**config.mk**
```make
export PLATFORM = sky130hd
export DESIGN_NAME = gpio_multi_adder
export DESIGN_NICKNAME = d
export VERILOG_FILES = /design/src/rtl/gpio_multi_adder.sv
export SDC_FILE = /design/constraint.sdc
export NUM_CORES = 1
export LEC_CHECK = 0
export ABC_AREA = 1
export BUFFER_PORTS_ARGS = -buffer_cell sky130_fd_sc_hd__buf_2
export CORE_MARGIN = 2
export CORE_UTILIZATION = 55
export DETAILED_ROUTE_END_ITERATION = 16
export PLACE_DENSITY = 0.72
export SYNTH_ARGS = -nofsm -noshare
export SYNTH_HDL_FRONTEND = slang
export SYNTH_SLANG_ARGS = --single-unit
```
**constraint.sdc**
```tcl
create_clock -name clock -period 2.6 [get_ports clock]
set_input_delay 0.39 -clock clock [delete_from_list [all_inputs] [get_ports clock]]
set_output_delay 0.39 -clock clock [all_outputs]
set_load 0.01 [all_outputs]
```
**src/rtl/gpio_multi_adder.sv**
```systemverilog
// Multi-channel add/sub/accumulate peripheral with a result FIFO and valid/ready output.
// Optional build macro GPIO_MULTI_ADDER_SATURATE_EN clamps results instead of wrapping.
module gpio_multi_adder #(
    parameter int WIDTH    = 8,
    parameter int CHANNELS = 2,
    parameter int DEPTH    = 4,
    localparam int CW      = (CHANNELS > 1) ? $clog2(CHANNELS) : 1,
    localparam int LW      = $clog2(DEPTH) + 1
) (
    input  logic                clock,
    input  logic                resetb,
    input  logic                in_valid,
    output logic                in_ready,
    input  logic [CW-1:0]       in_chan,
    input  logic [1:0]          in_mode,
    input  logic [WIDTH-1:0]    in_a,
    input  logic [WIDTH-1:0]    in_b,
    output logic                out_valid,
    input  logic                out_ready,
    output logic [WIDTH-1:0]    out_data,
    output logic                out_carry,
    output logic [CW-1:0]       out_chan,
    output logic [CHANNELS-1:0] ovf_flags,
    output logic [LW-1:0]       fifo_level
);
    localparam int AW = $clog2(DEPTH);
    localparam int EW = WIDTH + 1 + CW;
    localparam logic [CW:0]   CH_LIM = (CW + 1)'(CHANNELS);
    localparam logic [LW-1:0] FULL   = LW'(DEPTH);

    localparam logic [1:0] MODE_ADD = 2'b00;
    localparam logic [1:0] MODE_SUB = 2'b01;
    localparam logic [1:0] MODE_ACC = 2'b10;
    localparam logic [1:0] MODE_CLR = 2'b11;

    logic                push, pop, chan_ok;
    logic [CHANNELS-1:0] hit;
    logic [WIDTH-1:0]    acc_cur, sub_diff, res_data;
    logic [WIDTH:0]      add_sum, acc_sum;
    logic                borrow, res_carry;
    logic [WIDTH-1:0]    acc [CHANNELS];
    logic [EW-1:0]       mem [DEPTH];
    logic [EW-1:0]       head;
    logic [AW-1:0]       wr_ptr, rd_ptr;
    logic [LW-1:0]       level;

    // No full-bypass: a pop in the same cycle does not open the input.
    assign in_ready   = (level != FULL);
    assign push       = in_valid && in_ready;
    assign out_valid  = (level != '0);
    assign pop        = out_valid && out_ready;
    assign fifo_level = level;
    assign chan_ok    = ({1'b0, in_chan} < CH_LIM);

    always_comb begin
        hit     = '0;
        acc_cur = '0;
        if (chan_ok) begin
            hit = CHANNELS'(1) << in_chan;
        end
        for (int i = 0; i < CHANNELS; i++) begin
            if (hit[i]) begin
                acc_cur = acc[i];
            end
        end
    end

    assign add_sum  = {1'b0, in_a} + {1'b0, in_b};
    assign acc_sum  = {1'b0, acc_cur} + {1'b0, in_a};
    assign sub_diff = in_a - in_b;
    assign borrow   = (in_a < in_b);

    always_comb begin
        res_data  = '0;
        res_carry = 1'b0;
        case (in_mode)
            MODE_ADD: begin
                res_carry = add_sum[WIDTH];
                res_data  = add_sum[WIDTH-1:0];
            end
            MODE_SUB: begin
                res_carry = borrow;
                res_data  = sub_diff;
            end
            MODE_ACC: begin
                if (chan_ok) begin
                    res_carry = acc_sum[WIDTH];
                    res_data  = acc_sum[WIDTH-1:0];
                end
            end
            default: ;
        endcase
`ifdef GPIO_MULTI_ADDER_SATURATE_EN
        if (res_carry) begin
            res_data = (in_mode == MODE_SUB) ? '0 : '1;
        end
`endif
    end

    // Accumulator stores the same value that is pushed, so saturation carries over.
    always_ff @(posedge clock or negedge resetb) begin
        if (!resetb) begin
            for (int i = 0; i < CHANNELS; i++) begin
                acc[i] <= '0;
            end
            ovf_flags <= '0;
        end else if (push) begin
            for (int i = 0; i < CHANNELS; i++) begin
                if (hit[i]) begin
                    if (in_mode == MODE_ACC) begin
                        acc[i] <= res_data;
                    end else if (in_mode == MODE_CLR) begin
                        acc[i]       <= '0;
                        ovf_flags[i] <= 1'b0;
                    end
                    if (res_carry) begin
                        ovf_flags[i] <= 1'b1;
                    end
                end
            end
        end
    end

    always_ff @(posedge clock) begin
        if (push) begin
            mem[wr_ptr] <= {res_carry, in_chan, res_data};
        end
    end

    always_ff @(posedge clock or negedge resetb) begin
        if (!resetb) begin
            wr_ptr <= '0;
            rd_ptr <= '0;
            level  <= '0;
        end else begin
            if (push) begin
                wr_ptr <= wr_ptr + AW'(1);
            end
            if (pop) begin
                rd_ptr <= rd_ptr + AW'(1);
            end
            case ({push, pop})
                2'b10:   level <= level + LW'(1);
                2'b01:   level <= level - LW'(1);
                default: ;
            endcase
        end
    end

    assign head      = mem[rd_ptr];
    assign out_data  = out_valid ? head[WIDTH-1:0] : '0;
    assign out_chan  = out_valid ? head[WIDTH+CW-1:WIDTH] : '0;
    assign out_carry = out_valid & head[EW-1];

endmodule

```
==> results of run 1 <==
routing by layer:
layer | up-vias | part of all wire, %
li1 | 1643 | -
met1 | 1480 | 45
met2 | 81 | 48
met3 | 20 | 3.4
met4 | 0 | 3.4
met5 | - | 0
cells in the mapped netlist, drive strengths merged, types with 2 or more instances:
master	number	area, um^2
nand2	107	418
nor2	69	287
inv	59	221
o21ai	44	246
edfxtp	40	1200
nand3	34	188
ha	29	363
a21oi	25	125
dfrtp	25	626
clkbuf	9	35.0
or2	7	43.8
fa	4	80.1
o21bai	4	30.0
a21o	2	15.0
buf	2	22.5
xnor2	2	17.5
xor2	2	17.5
worst max path at each step:
stage	from	to	slack (ps)	depth (start not counted)
2_1_floorplan	in_chan	mem[0][6]	280	11
3_3_place_gp	in_chan	mem[1][6]	240	12
3_5_place_dp	in_chan	mem[0][6]	140	12
4_1_cts	acc[0]	mem[0][6]	320	11
5_1_grt	acc[0]	mem[0][6]	130	11
6_report	acc[0]	mem[0][6]	320	11
state kept, by name (all words and copies together) (netlist names):
register    flops
acc            16
fifo_level      3
mem            40
ovf_flags       2
rd_ptr          2
wr_ptr          2
kinds of logic after synthesis:
logic type	count (synthesis)	synth area share, %
AOI/OAI and AO/OA	80	11.4
xor gates and xnor gates	4	0.875
adders and majority gates	33	11.1
buffers and inverters	71	7.06
DFF	65	45.6
and+or+nand+nor	221	24.0
cell type report:
type,count,area (um^2)
timing repair buffer,48,263
sequential,65,1830
tap,99,124
clock inverter,7,101
fill,636,2580
inverter,60,225
clock buffer,9,124
multi-input combinational,338,1900
critical path, cell delays in order, from the launching register on:
cell and delay [ps]:
sky130_fd_sc_hd__dfrtp_1 380, sky130_fd_sc_hd__nand2_1 50, sky130_fd_sc_hd__o21ai_0 80, sky130_fd_sc_hd__ha_1 210, sky130_fd_sc_hd__fa_1 380, sky130_fd_sc_hd__nand2_1 90, sky130_fd_sc_hd__nand2_1 80, sky130_fd_sc_hd__nand2_1 100
sky130_fd_sc_hd__o21ai_0 120, sky130_fd_sc_hd__or2_0 210, sky130_fd_sc_hd__nand3_1 140, sky130_fd_sc_hd__nand3_1 160
power by group through the flow:
stage	Sequential, mW	Combinational [mW]	Clock [mW]
after floorplan	1.55	1.16	0
after global placement	1.56	1.65	0
after detailed placement	1.57	1.69	0
after CTS	1.55	1.70	0.970
after global routing	1.57	1.93	1.02
final	1.54	1.70	0.958
through the flow:
step           util, %  hold WS (ps)
3_3_place_gp      60.7           422
3_5_place_dp      60.7           431
5_1_grt           63.9          83.9
6_report          63.9          51.4
2_1_floorplan        -          94.4
4_1_cts           63.9          61.5
==> metrics.md, run 1 <==
| Metric | Value |
|---|---|
| Total power per unit cell area | `920 mW/mm^2` |
| Pin count of the biggest net entering global routing | `26` |
| Setup-violating endpoint count in the final report | `0` |
| Share of the clock period used by the worst path after layout | `87.8%` |
| Proportion of power drawn by combinational gates | `40.4%` |
| Post-detailed-route wirelength per cell | `13.8 um` |
| Placer Congestion | `0.917` |
| Wire length of the first global-routing pass | `14.0 mm` |
| Drt drc | `0` |
| Clock-pin slew of the registers on the worst-case setup and hold paths | `80 ps` |
| Worst vdd rail ir drop | `351 uV` |
| Antenna violations before repair | `0` |
| Count of buffers added by post-CTS timing repair for setup | `0` |
| Ys Warns | `0` |
| Final setup margin | `316 ps` |
| Sw Pwr | `1.60 mW` |
| DRT Pass-1 Iters | `4` |
| Total number of nets in the final design | `578` |
| All-Layer GR Usage | `23.6%` |
| Met1 Use GR | `30.1%` |
| Final HPWL from detailed placement | `6.44 mm` |
| Die Area | `0.00798 mm^2` |
| Number of cells after detailed placement | `610` |
| Endpoint kind of the worst setup timing path | `register` |
| Synthesized net count | `530` |
| Count of flip-flops with a built-in enable after synthesis | `40` |
| Number of H-tree levels | `3` |
| Worst slack at placement | `143 ps` |
| Cell count after synthesis | `474` |
| Cell-internal power | `2.60 mW` |
| Endpoint required time on the critical path | `2650 ps` |
| Highest-count cells in the layout ignoring fill and taps | `106 x sky130_fd_sc_hd__nand2_1, 64 x sky130_fd_sc_hd__nor2_1, 53 x sky130_fd_sc_hd__inv_1` |
| Launch point of the worst reg-to-reg path | `acc[0]` |
| Part of the Yosys area used for sequential elements | `45.6%` |
| Height of the die | `89.3 um` |
| Fmax | `438 MHz` |
| Standard-cell rows | `31` |
| Busiest layer in global routing | `met2` |
| Max Buffers Root-to-Sink | `2` |
| I/O pin total | `40` |
| Most common cell after layout, fill and taps aside | `sky130_fd_sc_hd__nand2_1` |
| Met3 demand-to-capacity share in global routing | `4.52%` |
| Number of distinct library cells after synthesis | `38` |
| Slew @ Worst Pin | `605 ps` |
| Cell Count, Final, Fillers Out | `626` |
| Register bit total from synthesis | `65` |
| FFs w/ async S/R, synth | `38.5%` |
| Sort of element at the start of the critical path | `register` |
| Net Sw Frac | `38.2%` |
| Endpoint arrival time on the critical path | `2340 ps` |
| Clock network latency to the later pin of the worst-skew pair | `340 ps` |
| Overall power of the completed layout | `4.20 mW` |
| Chip width | `89.3 um` |
| Worst-case clock skew | `10.2 ps` |
| Final non-filler cell area | `0.00456 mm^2` |
| Crit-path max FO | `4` |
| RSZ-0062 raised after global routing | `false` |
| Number of vias after detailed routing | `3224` |
| Worst-case reg-to-reg path depth | `11` |
| Total wire length after detailed routing | `8.67 mm` |
| Clock buffer count from CTS | `9` |
| Max capacitance violation total | `0` |
| Remaining global-route overflow | `0` |
| Avg Vias per Cell | `5.15` |
| CTS-repair resized insts | `0` |
| CTS Root Buffer Type | `sky130_fd_sc_hd__clkbuf_8` |
| Flop pwr share | `36.8%` |
| Clock network fraction of design power | `22.8%` |
| Clock Sinks | `65` |
| Mapped Avg Cell Area | `8.45 um^2` |
| Min-Delay Path Class | `in -> async` |
| Drt initial violations | `132` |
| Setup Total Neg Slack | `0 ps` |
| Crit path time final | `2280 ps` |
| Worst slew margin | `59.5%` |
| Result of the run | `finished, final reports clean` |
| Hold violation total from the final report | `0` |
| Post-Syn Area | `0.00401 mm^2` |
| Layout cells sized above 1 | `17.1%` |
| Post-DRT Antenna Nets | `0` |
| Number of diodes | `0` |
| Top_reg_cell synth | `sky130_fd_sc_hd__edfxtp_1` |
| Clock tree from TritonCTS | `done` |
| Total of hold buffers inserted after clock tree synthesis | `0` |
| Slack of the worst reg-to-reg path | `320 ps` |
| Number of input and output port buffers inserted | `39` |
| Number of global-route vias before repair | `2966` |
| Area growth, synth to finish | `13.8%` |
| Critical path type | `reg -> reg` |
| Initial standard-cell utilization of the core | `56.1%` |
| Placed Area | `0.00434 mm^2` |
| Placeable Area | `0.00714 mm^2` |
| Max Slew Vio Count | `0` |
| Static leakage power | `2.14 nW` |
| Met2 Usage GRT | `38.9%` |
| Worst reg2reg path endpoint | `mem[0][6]` |
(Power assumes the default switching activity.)
==> inputs of run 2 (changes only) <==
Settings changed: CORE_ASPECT_RATIO set to 0.8.
==> metrics.md, run 2 (synthesized netlist as in run 1, its figures left out) <==
| Metric | Value |
|---|---|
| Result of the run | `finished, final reports clean` |
| All-Layer GR Usage | `23.7% (+0.17 points)` |
| Worst reg2reg path endpoint | `mem[1][6]` |
| Highest-count cells in the layout ignoring fill and taps | `106 x sky130_fd_sc_hd__nand2_1, 64 x sky130_fd_sc_hd__nor2_1, 53 x sky130_fd_sc_hd__inv_1` |
| Drt initial violations | `157 (+19%)` |
| Critical path type | `reg -> out` |
| Final HPWL from detailed placement | `6.45 mm (+0.18%)` |
| Sw Pwr | `1.59 mW (-0.76%)` |
| Share of the clock period used by the worst path after layout | `86.6% (-1.3 points)` |
| Post-DRT Antenna Nets | `0 (unchanged)` |
| Launch point of the worst reg-to-reg path | `acc[0]` |
| Worst-case reg-to-reg path depth | `11 (unchanged)` |
| Remaining global-route overflow | `0 (unchanged)` |
| Slack of the worst reg-to-reg path | `380 ps (+60 ps)` |
| Area growth, synth to finish | `12.7%` |
| Number of vias after detailed routing | `3126 (-3.0%)` |
| Proportion of power drawn by combinational gates | `41.3% (+0.9 points)` |
| Clock tree from TritonCTS | `done` |
| Total of hold buffers inserted after clock tree synthesis | `0 (unchanged)` |
| Count of buffers added by post-CTS timing repair for setup | `0 (unchanged)` |
| I/O pin total | `40 (unchanged)` |
| Slew @ Worst Pin | `639 ps (+33.1 ps)` |
| Cell-internal power | `2.49 mW (-3.9%)` |
| Largest Register | `mem` |
| Die Area | `0.00799 mm^2 (about the same)` |
| Hold violation total from the final report | `0 (unchanged)` |
| Clock Sinks | `65 (unchanged)` |
| Clock-pin slew of the registers on the worst-case setup and hold paths | `70 ps (about the same)` |
| Placeable Area | `0.00696 mm^2 (-2.5%)` |
| Total power per unit cell area | `905 mW/mm^2 (-1.7%)` |
| Fmax | `444 MHz (+1.5%)` |
| Setup-violating endpoint count in the final report | `0 (unchanged)` |
| Static leakage power | `2.13 nW (-0.66%)` |
| Antenna violations before repair | `0 (unchanged)` |
| Number of diodes | `0 (unchanged)` |
| Cells along the critical path | `buf_4, nor2_1, nor2_1, o21ai_0, a21oi_1, buf_2` |
| Chip width | `99.4 um (+11%)` |
| Number of H-tree levels | `3 (unchanged)` |
| Clock network latency to the later pin of the worst-skew pair | `340 ps (about the same)` |
| Height of the die | `80.3 um (-10%)` |
| Layout cells sized above 1 | `16.9% (-0.19 points)` |
| Overall power of the completed layout | `4.09 mW (-2.7%)` |
| Endpoint arrival time on the critical path | `1860 ps (-480 ps)` |
| CTS Root Buffer Type | `sky130_fd_sc_hd__clkbuf_8` |
| Max capacitance violation total | `0 (unchanged)` |
| Pin count of the biggest net entering global routing | `26 (unchanged)` |
| Filler cell count | `599 (-5.8%)` |
| Initial standard-cell utilization of the core | `57.6% (+1.4 points)` |
| Standard-cell rows | `27 (-13%)` |
| Min-Delay Path Class | `in -> async` |
| Clock buffer count from CTS | `9 (unchanged)` |
| Setup Total Neg Slack | `0 ps (unchanged)` |
| Wire length of the first global-routing pass | `14.5 mm (+4.0%)` |
| DRT Pass-1 Iters | `5 (+1)` |
| RSZ-0062 raised after global routing | `false` |
| Flip-flop count of the largest register after layout | `40 (unchanged)` |
| Avg Vias per Cell | `5.09 (-1.1%)` |
| Post-detailed-route wirelength per cell | `13.8 um (-0.13%)` |
| Worst-case clock skew | `8.69 ps (-1.50 ps)` |
| Drt drc | `0 (unchanged)` |
| Total wire length after detailed routing | `8.49 mm (-2.0%)` |
| Placer Congestion | `0.906 (-1.2%)` |
| Critical-path cell with the highest stage delay | `sky130_fd_sc_hd__dfrtp_1` |
| Endpoint required time on the critical path | `2210 ps (-440 ps)` |
| Number of input and output port buffers inserted | `39 (unchanged)` |
| Crit path top cell by count | `sky130_fd_sc_hd__nor2_1` |
| Crit path time final | `2250 ps (-33.1 ps)` |
| Crit-path max FO | `15 (+11)` |
| Clock network fraction of design power | `20.6% (-2.2 points)` |
| Flop pwr share | `38.1% (+1.3 points)` |
| Endpoint kind of the worst setup timing path | `primary output` |
| Worst vdd rail ir drop | `377 uV (+7.3%)` |
| Number of global-route vias before repair | `3043 (+2.6%)` |
| Most common cell after layout, fill and taps aside | `sky130_fd_sc_hd__nand2_1` |
| Worst slew margin | `57.3% (-2.2 points)` |
| Sort of element at the start of the critical path | `register` |
| Net Sw Frac | `38.9% (+0.76 points)` |
| CTS-repair resized insts | `0 (unchanged)` |
| Total number of nets in the final design | `578 (unchanged)` |
| Max Buffers Root-to-Sink | `2 (unchanged)` |
| Longest individual stage delay on the worst path | `680 ps (+300 ps)` |
| Max Slew Vio Count | `0 (unchanged)` |
## run 2: worst max-delay path by stage
stage / startpoint / end / slack (ps)
after floorplan: in_chan / mem[0][6] / 280
after global placement: in_chan / mem[3][6] / 170
after detailed placement: in_chan / mem[3][6] / 110
after CTS: rd_ptr[0] / out_data[5] / 340
after global routing: rd_ptr[0] / out_data[5] / 210
final: rd_ptr[0] / out_data[5] / 350
## run 2: power by group through the flow
stage	Clock [mW]	Sequential (mW)	Combinational, mW
2_1_floorplan	0	1.55	1.16
3_3_place_gp	0	1.57	1.64
3_5_place_dp	0	1.58	1.69
4_1_cts	0.862	1.56	1.70
5_1_grt	0.908	1.59	1.93
6_report	0.842	1.56	1.69
## run 2: area by class of cell
type	instances	area [um^2]	share of cell area (%)
clock buffers	10	128	2.83
clock inverters	6	67.6	1.50
inverters	60	225	4.99
multi-input cells	338	1900	42.0
flip-flops and latches	65	1830	40.5
well taps	87	109	2.41
repair buffers	48	263	5.82
## run 2: layer usage
layer  up-vias  GRT usage [%]  routed length, um
met2        69           39.3               3900
li1       1648              -                  -
met3        14           4.35                415
met1      1395           31.4               4040
met5         -              0                  0
met4         0           8.63                133
## run 2: critical path: cells and delay by family (launching register included)
kind                   cells  cell delay (ps)
AO/OA/AOI/OAI              2              280
AND/OR/NAND/NOR            2              140
buffers and inverters      2              410
flip-flops                 1              680
## run 2: metrics by stage
step | setup slack, ps | util (%) | instances | instance area (um^2) | hold slack (ps)
2_1_floorplan | 285 | - | 474 | 4010 | 94.4
3_3_place_gp | 172 | 62.1 | 598 | 4320 | 412
3_5_place_dp | 107 | 62.1 | 598 | 4320 | 416
4_1_cts | 338 | 64.9 | 614 | 4520 | 40.6
5_1_grt | 206 | 64.9 | 614 | 4520 | 80.2
6_report | 349 | 64.9 | 614 | 4520 | 27.9
==> inputs of run 3 (changes only) <==
--- a/config.mk
+++ b/config.mk
@@ -9,7 +9,9 @@
 export BUFFER_PORTS_ARGS = -buffer_cell sky130_fd_sc_hd__buf_2
-export CORE_ASPECT_RATIO = 0.8
+export CELL_PAD_IN_SITES_DETAIL_PLACEMENT = 1
+export CELL_PAD_IN_SITES_GLOBAL_PLACEMENT = 1
+export CORE_ASPECT_RATIO = 0.9
 export CORE_MARGIN = 2
-export CORE_UTILIZATION = 55
+export CORE_UTILIZATION = 45
 export DETAILED_ROUTE_END_ITERATION = 16
-export PLACE_DENSITY = 0.72
+export PLACE_DENSITY = 0.77
 export SYNTH_ARGS = -nofsm -noshare
==> constraint.sdc (replaced) <==
create_clock -name clock -period 2.6 [get_ports clock]
set_input_delay 0.65 -clock clock [delete_from_list [all_inputs] [get_ports clock]]
set_output_delay 0.65 -clock clock [all_outputs]
set_load 0.01 [all_outputs]
==> metrics.md, run 3 (synthesized netlist as in run 1, its figures left out) <==
| Metric | Value |
|---|---|
| Number of H-tree levels | `3 (unchanged)` |
| CTS Root Buffer Type | `sky130_fd_sc_hd__clkbuf_8` |
| Number of cells after detailed placement | `644 (+7.7%)` |
| Total power per unit cell area | `882 mW/mm^2 (-2.5%)` |
| Cell Count, Final, Fillers Out | `660 (+7.5%)` |
| Layout cells sized above 1 | `19.2% (+2.3 points)` |
| Fmax | `426 MHz (-4.0%)` |
| Number of global-route vias before repair | `3509 (+15%)` |
| Pin count of the biggest net entering global routing | `26 (unchanged)` |
| Cell-internal power | `2.43 mW (-2.7%)` |
| Chip width | `103 um (+4.1%)` |
| RSZ-0062 raised after global routing | `false` |
| Hold violation total from the final report | `0 (unchanged)` |
| Avg Vias per Cell | `4.99 (-1.9%)` |
| Result of the run | `finished, final reports clean` |
| Clock-pin slew of the registers on the worst-case setup and hold paths | `80 ps (about the same)` |
| Slack of the worst reg-to-reg path | `430 ps (+50 ps)` |
| Flop pwr share | `38.1% (about the same)` |
| Clock network latency to the later pin of the worst-skew pair | `340 ps (about the same)` |
| Worst vdd rail ir drop | `372 uV (-1.3%)` |
| Critical path type | `reg -> out` |
| Max Buffers Root-to-Sink | `2 (unchanged)` |
| Proportion of power drawn by combinational gates | `43.9% (+2.6 points)` |
| Worst slew margin | `60.9% (+3.6 points)` |
| Clock buffer count from CTS | `9 (unchanged)` |
| Max capacitance violation total | `0 (unchanged)` |
| Placeable Area | `0.00861 mm^2 (+24%)` |
| Net Sw Frac | `40.6% (+1.6 points)` |
| Worst-case clock skew | `11.9 ps (+3.21 ps)` |
| Drt drc | `0 (unchanged)` |
| Highest-count cells in the layout ignoring fill and taps | `106 x sky130_fd_sc_hd__nand2_1, 64 x sky130_fd_sc_hd__nor2_1, 53 x sky130_fd_sc_hd__inv_1` |
| Launch point of the worst reg-to-reg path | `acc[0]` |
| Total wire length after detailed routing | `10.0 mm (+18%)` |
| Crit path time final | `2350 ps (+95.0 ps)` |
| Number of input and output port buffers inserted | `39 (unchanged)` |
| Total number of nets in the final design | `592 (+2.4%)` |
| Standard-cell rows | `32 (+19%)` |
| All-Layer GR Usage | `22.7% (-1.1 points)` |
| Antenna violations before repair | `0 (unchanged)` |
| Remaining global-route overflow | `0 (unchanged)` |
| Endpoint required time on the critical path | `1950 ps (-260 ps)` |
| Drt initial violations | `112 (-29%)` |
| Most common cell after layout, fill and taps aside | `sky130_fd_sc_hd__nand2_1` |
| Endpoint kind of the worst setup timing path | `primary output` |
| Slew @ Worst Pin | `586 ps (-52.1 ps)` |
| Post-DRT Antenna Nets | `0 (unchanged)` |
| Crit-path max FO | `12 (-3)` |
| Clock tree from TritonCTS | `done` |
| DRT Pass-1 Iters | `4 (-1)` |
| Static leakage power | `2.18 nW (+2.5%)` |
| Number of vias after detailed routing | `3295 (+5.4%)` |
| Min-Delay Path Class | `in -> async` |
| Worst-case reg-to-reg path depth | `11 (unchanged)` |
| Clock network fraction of design power | `17.9% (-2.7 points)` |
| Clock Sinks | `65 (unchanged)` |
| Area growth, synth to finish | `15.6%` |
| Worst reg2reg path endpoint | `mem[1][6]` |
| I/O pin total | `40 (unchanged)` |
| Sw Pwr | `1.66 mW (+4.2%)` |
| Placer Congestion | `0.852 (-5.9%)` |
| Overall power of the completed layout | `4.08 mW (about the same)` |
| Final HPWL from detailed placement | `7.90 mm (+22%)` |
| Setup-violating endpoint count in the final report | `0 (unchanged)` |
| Flip-flop count of the largest register after layout | `40 (unchanged)` |
| Max Slew Vio Count | `0 (unchanged)` |
| Destination of the critical timing path | `out_data[5]` |
| Initial standard-cell utilization of the core | `46.5% (-11 points)` |
| Height of the die | `93.5 um (+16%)` |
| Largest Register | `mem` |
| Post-detailed-route wirelength per cell | `15.2 um (+9.8%)` |
| Start point of the critical path | `rd_ptr[0]` |
| Share of the clock period used by the worst path after layout | `90.2% (+3.7 points)` |
| Wire length of the first global-routing pass | `16.6 mm (+15%)` |
| Sort of element at the start of the critical path | `register` |
| Number of diodes | `0 (unchanged)` |
| Die Area | `0.00968 mm^2 (+21%)` |
| Endpoint arrival time on the critical path | `1700 ps (-160 ps)` |
## run 3: repair_timing
| item | CTS | global route |
|---|---|---|
| buffers inserted | 0 | 0 |
| hold buffers | 0 | 0 |
| setup endpoints to repair | 0 | 2 |
| resized for setup | 0 | 1 |
## run 3: worst min-delay path by stage
stage | start | slack [ps] | endpoint | depth (start not counted)
after floorplan | resetb | 350 | acc[0] | 0
after global placement | acc[1] | 470 | acc[1] | 2
after detailed placement | acc[8] | 480 | acc[8] | 2
after CTS | resetb | 320 | acc[15] | 1
after global routing | resetb | 340 | ovf_flags[0] | 1
final | resetb | 310 | acc[14] | 1
## run 3: critical path: stages (launching register included)
cell                      delay [ps]
sky130_fd_sc_hd__dfrtp_2         500
sky130_fd_sc_hd__buf_4           220
sky130_fd_sc_hd__nor2_1           60
sky130_fd_sc_hd__nor2_1          100
sky130_fd_sc_hd__o21ai_0         110
sky130_fd_sc_hd__a21oi_1         200
sky130_fd_sc_hd__buf_2           160
## run 3: layout make-up
type | instances | area (um^2)
clock inverters | 6 | 35.0
repair buffers | 62 | 368
well taps | 119 | 149
flip-flops and latches | 65 | 1830
inverters | 60 | 225
clock buffers | 10 | 128
multi-input cells | 338 | 1900
fillers | 1071 | 3980
## run 3: through the flow
step | setup WS, ps | util (%) | TNS [ps] | hold slack (ps) | cell area [um^2]
after CTS | 84.1 | 53.8 | 0 | 318 | 4630
final | 254 | 53.8 | 0 | 307 | 4630
after floorplan | 24.9 | - | 0 | 354 | 4010
after global routing | 68.7 | 53.8 | 0 | 338 | 4630
after global placement | 30.6 | 51.9 | 0 | 468 | 4470
after detailed placement | -1.67 | 51.9 | -6.63 | 477 | 4470
## run 3: metal layers
layer | vias up | GRT usage, % | part of all wire [%]
met2 | 41 | 41.1 | 51
met3 | 11 | 3.14 | 2.6
met5 | - | 0 | 0
met4 | 0 | 5.37 | 1.1
met1 | 1574 | 28.2 | 46
li1 | 1669 | - | -
## run 3: power by group through the flow
stage	clock [mW]	combinational [mW]	sequential [mW]
3_5_place_dp	0	1.80	1.58
3_3_place_gp	0	1.72	1.56
6_report	0.732	1.80	1.56
2_1_floorplan	0	1.16	1.55
5_1_grt	0.796	2.04	1.59
4_1_cts	0.749	1.82	1.56
